==> src/rtl/gmii_rx_frame_check.sv <==
// GMII receive front end: strips preamble/SFD, forwards frame bytes with SOF/EOF,
// checks FCS and length, and keeps saturating good/CRC-error/length-error counters.
module gmii_rx_frame_check #(
  parameter int unsigned MIN_LEN = 64,
  parameter int unsigned MAX_LEN = 1522
) (
  input  logic        rgmii_clk,
  input  logic        rst,
  input  logic        gmii_rx_dv,
  input  logic [7:0]  gmii_rxd,
  output logic        out_valid,
  output logic [7:0]  out_data,
  output logic        out_sof,
  output logic        out_eof,
  output logic        frame_done,
  output logic        frame_good,
  output logic [15:0] good_cnt,
  output logic [15:0] crc_err_cnt,
  output logic [15:0] len_err_cnt
);

  localparam logic [31:0] CRC_POLY    = 32'hEDB8_8320;
  localparam logic [31:0] CRC_INIT    = 32'hFFFF_FFFF;
  localparam logic [31:0] CRC_RESIDUE = 32'hDEBB_20E3;
  localparam logic [10:0] MIN_LEN_C   = 11'(MIN_LEN);
  localparam logic [10:0] MAX_LEN_C   = 11'(MAX_LEN);
  localparam logic [10:0] LEN_SAT     = 11'h7FF;

  typedef enum logic [1:0] {
    ST_IDLE     = 2'd0,
    ST_PREAMBLE = 2'd1,
    ST_DATA     = 2'd2,
    ST_DROP     = 2'd3
  } state_t;

  state_t      state_r;
  state_t      state_s;
  logic [31:0] crc_r;
  logic [10:0] len_r;
  logic        hold_valid_r;
  logic        hold_sof_r;
  logic [7:0]  hold_data_r;
  logic        sfd_s;
  logic        data_byte_s;
  logic        frame_end_s;
  logic        len_bad_s;
  logic        crc_bad_s;

  // Reflected CRC-32, one byte per call, LSB first, no final inversion.
  function automatic logic [31:0] crc32_byte(input logic [31:0] crc, input logic [7:0] data);
    logic [31:0] c;
    c = crc;
    for (int i = 0; i < 8; i++) begin
      if ((c[0] ^ data[i]) == 1'b1) begin
        c = {1'b0, c[31:1]} ^ CRC_POLY;
      end else begin
        c = {1'b0, c[31:1]};
      end
    end
    return c;
  endfunction

  function automatic logic [15:0] sat_inc16(input logic [15:0] v);
    return (v == 16'hFFFF) ? v : v + 16'd1;
  endfunction

  assign sfd_s       = (state_r == ST_PREAMBLE) && gmii_rx_dv && (gmii_rxd == 8'hD5);
  assign data_byte_s = (state_r == ST_DATA) && gmii_rx_dv;
  assign frame_end_s = (state_r == ST_DATA) && !gmii_rx_dv;
  assign len_bad_s   = (len_r < MIN_LEN_C) || (len_r > MAX_LEN_C);
  assign crc_bad_s   = (crc_r != CRC_RESIDUE);

  // Next-state decode for preamble hunting, frame data and discard.
  always_comb begin
    state_s = state_r;
    case (state_r)
      ST_IDLE: begin
        if (!gmii_rx_dv) begin
          state_s = ST_IDLE;
        end else if (gmii_rxd == 8'h55) begin
          state_s = ST_PREAMBLE;
        end else begin
          state_s = ST_DROP;
        end
      end
      ST_PREAMBLE: begin
        if (!gmii_rx_dv) begin
          state_s = ST_IDLE;
        end else if (gmii_rxd == 8'h55) begin
          state_s = ST_PREAMBLE;
        end else if (gmii_rxd == 8'hD5) begin
          state_s = ST_DATA;
        end else begin
          state_s = ST_DROP;
        end
      end
      ST_DATA: begin
        if (!gmii_rx_dv) begin
          state_s = ST_IDLE;
        end else begin
          state_s = ST_DATA;
        end
      end
      ST_DROP: begin
        if (!gmii_rx_dv) begin
          state_s = ST_IDLE;
        end else begin
          state_s = ST_DROP;
        end
      end
      default: state_s = ST_IDLE;
    endcase
  end

  // State, CRC/length accumulation, two-stage byte pipeline and statistics.
  always_ff @(posedge rgmii_clk) begin
    if (rst) begin
      state_r      <= ST_IDLE;
      crc_r        <= 32'h0000_0000;
      len_r        <= 11'd0;
      hold_valid_r <= 1'b0;
      hold_sof_r   <= 1'b0;
      hold_data_r  <= 8'h00;
      out_valid    <= 1'b0;
      out_data     <= 8'h00;
      out_sof      <= 1'b0;
      out_eof      <= 1'b0;
      frame_done   <= 1'b0;
      frame_good   <= 1'b0;
      good_cnt     <= 16'd0;
      crc_err_cnt  <= 16'd0;
      len_err_cnt  <= 16'd0;
    end else begin
      state_r <= state_s;
      if (sfd_s) begin
        len_r <= 11'd0;
        crc_r <= CRC_INIT;
      end else if (data_byte_s) begin
        len_r <= (len_r == LEN_SAT) ? len_r : len_r + 11'd1;
        crc_r <= crc32_byte(crc_r, gmii_rxd);
      end
      hold_valid_r <= data_byte_s;
      hold_sof_r   <= data_byte_s && (len_r == 11'd0);
      hold_data_r  <= data_byte_s ? gmii_rxd : 8'h00;
      // The byte in the holding register is the last one when dv drops behind it.
      out_valid    <= hold_valid_r;
      out_data     <= hold_valid_r ? hold_data_r : 8'h00;
      out_sof      <= hold_valid_r && hold_sof_r;
      out_eof      <= hold_valid_r && frame_end_s;
      frame_done   <= hold_valid_r && frame_end_s;
      frame_good   <= hold_valid_r && frame_end_s && !len_bad_s && !crc_bad_s;
      if (frame_end_s) begin
        if (len_bad_s) begin
          len_err_cnt <= sat_inc16(len_err_cnt);
        end else if (crc_bad_s) begin
          crc_err_cnt <= sat_inc16(crc_err_cnt);
        end else begin
          good_cnt <= sat_inc16(good_cnt);
        end
      end
    end
  end

endmodule

==> config.mk <==
export PLATFORM = sky130hd
export DESIGN_NAME = gmii_rx_frame_check
export DESIGN_NICKNAME = d
export VERILOG_FILES = /design/src/rtl/gmii_rx_frame_check.sv
export SDC_FILE = /design/constraint.sdc
export NUM_CORES = 1
export LEC_CHECK = 0
export BUFFER_PORTS_ARGS = -buffer_cell sky130_fd_sc_hd__buf_4
export CAP_MARGIN = 20
export CORE_UTILIZATION = 25
export CTS_CLUSTER_DIAMETER = 120
export CTS_CLUSTER_SIZE = 16
export DETAILED_ROUTE_END_ITERATION = 7
export SETUP_SLACK_MARGIN = 0.15
export SLEW_MARGIN = 10
export SYNTH_ARGS = -nofsm -noshare
export SYNTH_HDL_FRONTEND = slang
export SYNTH_SLANG_ARGS = --single-unit
==> constraint.sdc <==
create_clock -name rgmii_clk -period 4.95 [get_ports rgmii_clk]
set_input_delay 0 -clock rgmii_clk [delete_from_list [all_inputs] [get_ports rgmii_clk]]
set_output_delay 0 -clock rgmii_clk [all_outputs]
set_load 0.05 [all_outputs]
==> results.yml, run 1 <==
run_status:
  status: "complete, no violations"
pwr:
  power_leakage_uw: 0.00250
  power_uw: 2520
  seqPwrFrac_pct: 38.2
  internal_power_uw: 1920
  comb_power_share_pct: 12.2
  switching_share_pct: 23.9
  power_density_nw_per_um2: 370
  power_switching_uw: 602
  clockPowerShare_pct: 49.6
  peakVddDrop_mv: 0.130
sta:
  relSlewSlack_pct: 45.6
  fin_crit_sh_pct: 49.3
  finalWorstPathRequiredPeriod_ns: 2.44
  setup_viol: 0
  tightest_slew_ns: 0.814
  timing.final.ws_setup_ns: 2.51
  drv_slew: 0
  fmax_ghz: 0.410
  hold_viol: 0
  skew_ns: 0.0115
  tns_ns: 0
  rsz0062_at_grt: "false"
logic_synthesis:
  seq_area_frac_synth_pct: 43.4
  synth_fp_nets: 591
  synth_compound_area_share_pct: 6.46
  synth.distinct_cells: 50
  synthArstFlopShare_pct: 0
  syn_area_sq_um: 5310
  synth_area_leaders: "dfxtp_1 (43%), xnor2_1 (12%), nor2_1 (7.4%)"
  synthCells: 575
  ys_ff_latch: 115
  yosysTopAreaCell: "dfxtp_1"
  synth-edff-count: 0
  synth-simple-area-share_pct: 24.4
  yosys_warnings: 0
  syn_area_per_cell_sq_um: 9.23
  synthAdderAreaFrac_pct: 1.18
  netlist.area_leader.share_pct: 43.4
  synthMuxAreaShare_pct: 0.990
  synthXorXnorAreaFrac_pct: 20.9
  synthFlopType: "dfxtp_1"
  synth_top_family_by_area: "simple AND/OR/NAND/NOR gates"
hold_path:
  hold_class: "input port to register"
detailed_routing:
  wl_per_cell_um: 13.0
  vias_per_cell: 4.38
  first_pass_iters: 5
  drt_wl_total_mm: 12.3
  postRouteAntennaNets: 0
  drt_iter0_drc: 181
  drc: 0
  num_vias: 4110
floorplan:
  die_h_um: 148
  io_pins: 72
  start_util_pct: 25.9
  core_area_sq_um: 20500
  rows: 52
  fp.dieW_um: 148
  die_area_sq_um: 21800
worst_setup_path:
  worstSetupPathType: "register to register"
  worstSetupEndpointType: "register"
  crit_arrival_ns: 2.78
  start_kind: "register"
  crit_path_max_fanout: 13
  critical_path_required_ns: 5.29
layout:
  diodes: 0
  drive_gt1_share_pct: 17.6
  areaGrowthSynthToFinish_pct: 28.4
  fillers: 2133
  ff_latch_area_sq_um: 2300
  multi_input_area_sq_um: 2870
  nNetsFinal: 673
global_routing:
  grt_max_degree: 45
  grt_pass1_wl_mm: 20.3
  track_usage_pct: 11.9
  antenna_found_initial: 0
  grt_pass1_vias: 3928
  grt-ovfl-total: 0
cts:
  cts-htree-levels: 4
  clock_path_buffers: 2
  postCtsResizedCells: 0
  numClockSinks: 115
  worst_setup_hold_path_clk_slew_ns: 0.05
  cts_inserted_buffers: 17
  cts-root-buf: "clkbuf_16"
  clkLatencyLatePin_ns: 0.42
  post-cts-setup-buffers: 0
  cts_tree: "yes"
  postCtsHoldBufs: 11
placed_design:
  place_hpwl_mm: 8.66
  portBuffers: 71
  finalWeightedCongestion: 0.803
  pre_cts_slack_ns: 2.54
run:
  cap_violations: 0
[area by class of cell]
type / instances / area share (%)
multi-input cells: 427 / 42.1
well taps: 270 / 4.95
inverters: 10 / 0.550
clock buffers: 21 / 6.46
clock inverters: 10 / 2.33
repair buffers: 86 / 9.87
flip-flops and latches: 115 / 33.8
[critical path, cell delays in order (launching register included)]
cell and delay [ns]:
dfxtp_1 0.40, nand3_1 0.14, nor3_1 0.49, o21ai_1 0.28, nand2b_1 0.46, or3_1 0.45
a21oi_1 0.15
[metal layers]
layer	part of all wire (%)	GRT usage, %	routed length (um)	up-vias
li1	-	-	-	2116
met1	48	15.3	5830	1906
met2	47	18.8	5750	75
met3	4.6	4.20	565	13
met4	0.91	3.09	112	0
met5	0	0	0	-
[worst paths after layout]
path	endpoint	slack, ns	cells past startpoint	start
setup / recovery	len_err_cnt[4]	2.51	6	len_r[6]
setup reg to reg	len_err_cnt[4]	2.51	6	len_r[6]
hold / removal	hold_data_r[1]	0.40	3	gmii_rxd[1]
hold reg to reg	out_data[4]	0.42	1	hold_data_r[4]
[power by group through the flow]
stage                     combinational (uW)  sequential (uW)  clock (uW)
after floorplan                          238              981           0
after global placement                   302              982           0
after detailed placement                 300              983           0
after CTS                                310              963        1280
after global routing                     335              965        1330
final                                    308              964        1250
[sequential cells by signal (all words and copies together) (netlist names), 2 cells and up]
name and flops:
len_r 11, crc_r 32, hold_data_r 8, state_r 2
good_cnt 16, crc_err_cnt 16, len_err_cnt 16, out_data 8
[Yosys cell counts (all sizes together) (7+ instances only)]
cell / n
nor2: 105
xor2: 40
a211oi: 23
nand2: 24
xnor2: 77
nand4: 17
o22ai: 9
nor3: 15
dfxtp: 115
nand3: 23
inv: 10
clkbuf: 16
and2: 21
o21ai: 7
buf: 7
[through the flow]
step / util (%) / instance area [sq um] / std cells / hold slack [ns]
after floorplan: - / 5310 / 575 / 0.122
after global placement: 29.8 / 6110 / 897 / 0.246
after detailed placement: 29.8 / 6110 / 897 / 0.250
after CTS: 33.3 / 6820 / 939 / 0.382
after global routing: 33.3 / 6820 / 939 / 0.412
final: 33.3 / 6820 / 939 / 0.397
[cell families (layout without fill, tap and decap cells)]
kind of cell               after synthesis  count (layout)
buffers and inverters                   33             127
DFF                                    115             115
xor gates and xnor gates               117             117
and+or+nand+nor                        250             250
muxes                                    5               5
adders and majority gates                5               5
AOI/OAI and AO/OA                       50              50
[cell usage in the layout, fill, tap and decap left out, types with 4 or more instances in the layout]
| master | netlist | layout |
|---|---|---|
| a211oi_1 | 23 | 23 |
| a21oi_1 | 5 | 4 |
| and2_1 | 21 | 21 |
| and3_1 | 6 | 6 |
| and4_1 | 5 | 5 |
| buf_4 | 1 | 75 |
| bufinv_16 | 0 | 4 |
| clkbuf_1 | 16 | 4 |
| clkbuf_16 | 0 | 17 |
| dfxtp_1 | 115 | 115 |
| dlygate4sd3_1 | 0 | 11 |
| ha_1 | 5 | 5 |
| inv_1 | 10 | 10 |
| nand2_1 | 24 | 24 |
| nand2b_1 | 4 | 4 |
| nand3_1 | 23 | 23 |
| nand4_1 | 17 | 17 |
| nor2_1 | 105 | 105 |
| nor3_1 | 12 | 12 |
| nor4_1 | 5 | 5 |
| o21ai_1 | 5 | 5 |
| o22ai_1 | 9 | 9 |
| xnor2_1 | 72 | 72 |
| xor2_1 | 38 | 38 |
(Power assumes the default switching activity.)
==> run 2: changes to the inputs <==
==> constraint.sdc (replaced) <==
create_clock -name rgmii_clk -period 2.2 [get_ports rgmii_clk]
set_input_delay 0 -clock rgmii_clk [delete_from_list [all_inputs] [get_ports rgmii_clk]]
set_output_delay 0 -clock rgmii_clk [all_outputs]
set_load 0.05 [all_outputs]
==> run 2 against run 1 <==
Sequential cell count did not move. Register-to-register slack lost 2.4 ns. Largest power group unchanged. Count of clock-buffer cells in the layout shrank 3. Critical path type unchanged. Sequential power increased by 120%. Non-clock buffer count grew 46. Routed wire length up 7.4%. Global-route usage rose by 0.83 points. Sequential share of layout area shrank 2.4 points. Core utilization rose by 3.2 points. Design area up 9.7%.
==> results.yml, run 2 (synthesis results as in run 1) <==
pwr:
  seqPwrFrac_pct: 38.2
  power_leakage_uw: 0.00281
  comb_power_share_pct: 13.6
  power_density_nw_per_um2: 758
  peakVddDrop_mv: 0.549
  power_uw: 5670
  switching_share_pct: 25.8
  power_switching_uw: 1460
  clockPowerShare_pct: 48.2
  internal_power_uw: 4210
global_routing:
  antenna_found_initial: 0
  track_usage_pct: 12.7
  grt_pass1_wl_mm: 21.8
  grt_pass1_vias: 4208
  grt-ovfl-total: 0
  grt_max_degree: 33
worst_setup_path:
  ff2ff_path_depth: 7
  start_kind: "register"
  reg2reg_to: "crc_err_cnt[5]"
  path_cells: "nand4b_1, or4_4, o21ai_2, nor3_1, buf_4, nand3_1, mux2_1"
  cp_slowest_cell: "or4_4"
  cpLargestDelayFamily: "simple AND/OR/NAND/NOR gates"
  worst_path_largest_cell_delay_ns: 0.58
  crit_arrival_ns: 2.35
  worstSetupEndpointType: "register"
  critPathBufInv: 1
  rrSetupSlack_ns: 0.15
  r2r-start: "crc_r[22]"
  worstSetupPathType: "register to register"
  crit_path_max_fanout: 3
  critical_path_required_ns: 2.49
cts:
  cts-root-buf: "clkbuf_16"
  numClockSinks: 115
  worst_setup_hold_path_clk_slew_ns: 0.06
  clkLatencyLatePin_ns: 0.41
  cts-htree-levels: 4
  cts_inserted_buffers: 17
  cts_tree: "yes"
  clock_path_buffers: 2
sta:
  setup_viol: 0
  timing.final.ws_setup_ns: 0.147
  tightest_slew_ns: 0.655
  fmax_ghz: 0.487
  fin_crit_sh_pct: 93.3
  tns_ns: 0
  whs_ns: 0.402
  skew_ns: 0.00590
  rsz0062_at_grt: "true"
  drv_slew: 0
  finalWorstPathRequiredPeriod_ns: 2.05
  relSlewSlack_pct: 56.0
  hold_viol: 0
placed_design:
  pre_cts_slack_ns: 0.0650
  place_hpwl_mm: 9.13
  finalWeightedCongestion: 0.803
  portBuffers: 71
layout:
  drive_gt1_share_pct: 33.2
  largest_register_ff_count: 32
  utilization_pct: 36.5
  top_register: "crc_r"
  nNetsFinal: 720
  areaGrowthSynthToFinish_pct: 40.9
  mostFrequentLayoutCell: "buf_4"
  diodes: 0
  layout_common_cells: "buf_4 (116), nor2_1 (103), dfxtp_1 (82)"
  fillers: 2038
detailed_routing:
  wl_per_cell_um: 13.3
  postRouteAntennaNets: 0
  drt_iter0_drc: 195
  vias_per_cell: 4.40
  first_pass_iters: 4
  drc: 0
  num_vias: 4347
  drt_wl_total_mm: 13.2
floorplan:
  die_h_um: 148
  rows: 52
  die_area_sq_um: 21800
  core_area_sq_um: 20500
  start_util_pct: 25.9
  fp.dieW_um: 148
  io_pins: 72
hold_path:
  holdPathEnd: "hold_data_r[4]"
  holdPathStages: 3
  hold_class: "input port to register"
  hold_start: "gmii_rxd[4]"
run_status:
  status: "complete, no violations"
run:
  cap_violations: 0
## run 2: changes by cell type in the layout (fill, tap and decap cells not counted), moves of 4 or more
| cell | delta |
|---|---|
| buf_4 | +41 |
| buf_6 | +4 |
| clkbuf_1 | -4 |
| clkinv_4 | +4 |
| dfxtp_1 | -33 |
| dfxtp_2 | +31 |
| nand2_1 | -4 |
| nand2_2 | +4 |
| nor4_1 | -4 |
## run 2: worst reg2reg max path, stage by stage (launching register included)
cell and delay [ns]:
dfxtp_2 0.33, nand4b_1 0.16, or4_4 0.58, o21ai_2 0.24, nor3_1 0.09, buf_4 0.16, nand3_1 0.08, mux2_1 0.31
## run 2: final cells by class
class / instances / area [sq um] / area share [%]
flip-flops and latches: 115 / 2350 / 31.4
repair buffers: 132 / 1050 / 14.0
inverters: 10 / 37.5 / 0.502
well taps: 270 / 338 / 4.52
clock inverters: 14 / 155 / 2.07
clock buffers: 18 / 439 / 5.87
multi-input cells: 428 / 3110 / 41.6
## run 2: power by group through the flow
| stage | registers, uW | logic, uW | clock network (uW) |
|---|---|---|---|
| after floorplan | 2200 | 535 | 0 |
| after global placement | 2200 | 728 | 0 |
| after detailed placement | 2200 | 724 | 0 |
| after CTS | 2160 | 751 | 2790 |
| after global routing | 2170 | 844 | 2910 |
| final | 2160 | 771 | 2730 |
## run 2: routing by layer
layer	vias to the layer above	track usage (%)	routed length [um]
li1	2217	-	-
met1	2030	16.0	6070
met2	81	20.3	6220
met3	19	3.55	617
met4	0	5.31	240
met5	-	0	0
## run 2: worst max-delay path by stage
stage / startpoint / to / cells past startpoint / slack (ns)
finish: crc_r[22] / crc_err_cnt[5] / 7 / 0.15
global route: len_r[6] / good_cnt[14] / 9 / 0.04
CTS: crc_r[18] / good_cnt[0] / 7 / 0.13
detailed placement: len_r[6] / len_err_cnt[15] / 8 / 0.07
global placement: crc_r[21] / good_cnt[13] / 7 / 0.1
floorplan: crc_err_cnt[3] / crc_err_cnt[13] / 7 / 0.15
## run 2: per-stage QoR
stage / cell area [sq um] / instances
finish: 7480 / 987
global route: 7480 / 987
CTS: 7240 / 981
detailed placement: 6430 / 934
global placement: 6430 / 934
floorplan: 5340 / 575
## run 2: what timing repair did
item / CTS / global route
endpoints found under the hold margin: 26 / 0
setup endpoints to repair: 32 / 46
resized for setup: 16 / 43
buffers inserted: 3 / 6
hold buffers: 11 / 0
gates cloned: 1 / 0
pin swaps: 5 / 13
==> run 3: changes to the inputs <==
--- a/config.mk
+++ b/config.mk
@@ -7,8 +7,9 @@
 export LEC_CHECK = 0
 export BUFFER_PORTS_ARGS = -buffer_cell sky130_fd_sc_hd__buf_4
 export CAP_MARGIN = 20
+export CORE_ASPECT_RATIO = 1.5
 export CORE_UTILIZATION = 25
-export CTS_CLUSTER_DIAMETER = 120
+export CTS_CLUSTER_DIAMETER = 150
 export CTS_CLUSTER_SIZE = 16
 export DETAILED_ROUTE_END_ITERATION = 7
 export SETUP_SLACK_MARGIN = 0.15
==> run 3 against run 2 <==
Sequential share of layout area about the same. Sequential cell count did not move. Count of clock-buffer cells in the layout rose by 2. Critical path depth did not move. Clock power is 7.7% lower. Die area about the same. Core utilization is 0.24 points lower. Hold slack got worse by 0.0060 ns.
==> results.yml, run 3 (synthesis results as in run 1) <==
layout:
  utilization_pct: 36.2
  nNetsFinal: 737
  drive_gt1_share_pct: 32.0
  top_register: "crc_r"
  diodes: 0
  fin_cells: 998
  areaGrowthSynthToFinish_pct: 40.5
  largest_register_ff_count: 32
  fillers: 2069
  layout_common_cells: "buf_4 (135), nor2_1 (104), dfxtp_1 (91)"
  mostFrequentLayoutCell: "buf_4"
global_routing:
  antenna_found_initial: 0
  grt_max_degree: 35
  grt_pass1_vias: 4540
  grt-ovfl-total: 0
  grt_pass1_wl_mm: 22.5
  track_usage_pct: 13.3
placed_design:
  place_inst: 947
  finalWeightedCongestion: 0.784
  portBuffers: 71
  place_hpwl_mm: 9.81
floorplan:
  start_util_pct: 25.8
  io_pins: 72
  rows: 64
  die_area_sq_um: 21800
  core_area_sq_um: 20600
  fp.dieW_um: 121
  die_h_um: 180
sta:
  rsz0062_at_grt: "true"
  tightest_slew_ns: 0.505
  skew_ns: 0.0121
  fmax_ghz: 0.473
  setup_viol: 0
  hold_viol: 0
  fin_crit_sh_pct: 96.0
  finalWorstPathRequiredPeriod_ns: 2.11
  relSlewSlack_pct: 66.1
  drv_slew: 0
worst_setup_path:
  rrSetupSlack_ns: 0.09
  critical_path_required_ns: 2.50
  crit_arrival_ns: 2.42
  worstSetupEndpointType: "register"
  worstSetupPathType: "register to register"
  start_kind: "register"
  reg2reg_to: "crc_err_cnt[13]"
  r2r-start: "crc_r[23]"
  crit_path_max_fanout: 3
  ff2ff_path_depth: 7
detailed_routing:
  drt_wl_total_mm: 13.9
  postRouteAntennaNets: 0
  drt_iter0_drc: 118
  vias_per_cell: 4.47
  wl_per_cell_um: 13.9
  drc: 0
  num_vias: 4459
  first_pass_iters: 4
pwr:
  power_uw: 5490
  power_density_nw_per_um2: 736
  power_leakage_uw: 0.00286
  peakVddDrop_mv: 0.582
hold_path:
  hold_start: "gmii_rxd[4]"
  holdPathStages: 3
  hold_class: "input port to register"
  holdPathEnd: "hold_data_r[4]"
cts:
  worst_setup_hold_path_clk_slew_ns: 0.06
  cts-htree-levels: 4
  cts_inserted_buffers: 17
  clkLatencyLatePin_ns: 0.42
  cts_tree: "yes"
  numClockSinks: 115
  cts-root-buf: "clkbuf_16"
  clock_path_buffers: 2
run_status:
  status: "complete, no violations"
run:
  cap_violations: 0
==> run 3: cell count changes in the layout (fill, tap and decap cells not counted), sizes merged <==
cell	delta
buf	+17
bufinv	-2
clkbuf	+2
clkinv	+1
clkinvlp	+1
inv	-2
==> run 3: where the power goes <==
| group | total, uW | leakage (uW) | switching [uW] | internal, uW |
|---|---|---|---|---|
| sequential | 2160 | 0.000944 | 37.8 | 2120 |
| combinational | 805 | 0.00165 | 415 | 389 |
| clock | 2520 | 0.000261 | 1020 | 1500 |
==> run 3: how the worst max path moves through the flow <==
stage,slack (ns),cells past startpoint,end,startpoint
final,0.09,7,crc_err_cnt[13],crc_r[23]
after global routing,-0.02,10,good_cnt[4],state_r[1]
after CTS,0.10,7,crc_err_cnt[13],crc_r[23]
after detailed placement,-0.008,9,crc_err_cnt[9],state_r[1]
after global placement,0.05,9,good_cnt[3],crc_r[0]
after floorplan,0.15,7,crc_err_cnt[13],crc_err_cnt[3]
==> run 3: what timing repair did <==
| item | in CTS | in global routing |
|---|---|---|
| setup buffers | 3 | 4 |
| hold endpoints to repair | 24 | 0 |
| resized for setup | 12 | 25 |
| gates cloned | 1 | 0 |
| hold buffers | 11 | 0 |
| endpoints found under the setup margin | 37 | 39 |
| pin swaps | 8 | 6 |
==> run 3: worst max-delay path, cell delays in order (launching register included) <==
cell	delay, ns
dfxtp_1	0.41
nand4b_1	0.12
or4_4	0.58
o21ai_2	0.25
nor3_1	0.09
buf_4	0.15
nand3_1	0.09
mux2_1	0.32
==> run 3: final cells by class <==
cell class	count	area, sq um	area share, %
Multi-Input combinational cell	428	3050	40.8
Sequential cell	115	2340	31.4
Timing Repair Buffer	149	1170	15.6
Clock buffer	20	458	6.14
Tap cell	264	330	4.43
Clock inverter	12	82.6	1.11
Inverter	10	37.5	0.503
==> run 3: layer usage <==
metal  track usage (%)  vias to the layer above  share of wire, %
met4              6.96                        0               2.7
met2              25.7                       69                57
met3              2.88                       21               2.9
li1                  -                     2246                 -
met1              12.8                     2123                38
met5                 0                        -                 0
==> run 3: per-stage QoR <==
stage / setup WS (ns) / hold slack (ns) / TNS (ns) / area, sq um
finish: 0.0873 / 0.396 / 0 / 7460
global placement: 0.0545 / 0.233 / 0 / 6570
floorplan: 0.154 / 0.122 / 0 / 5340
global route: -0.0176 / 0.399 / -0.0384 / 7460
CTS: 0.104 / 0.373 / 0 / 7300
detailed placement: -0.00841 / 0.239 / -0.00841 / 6570
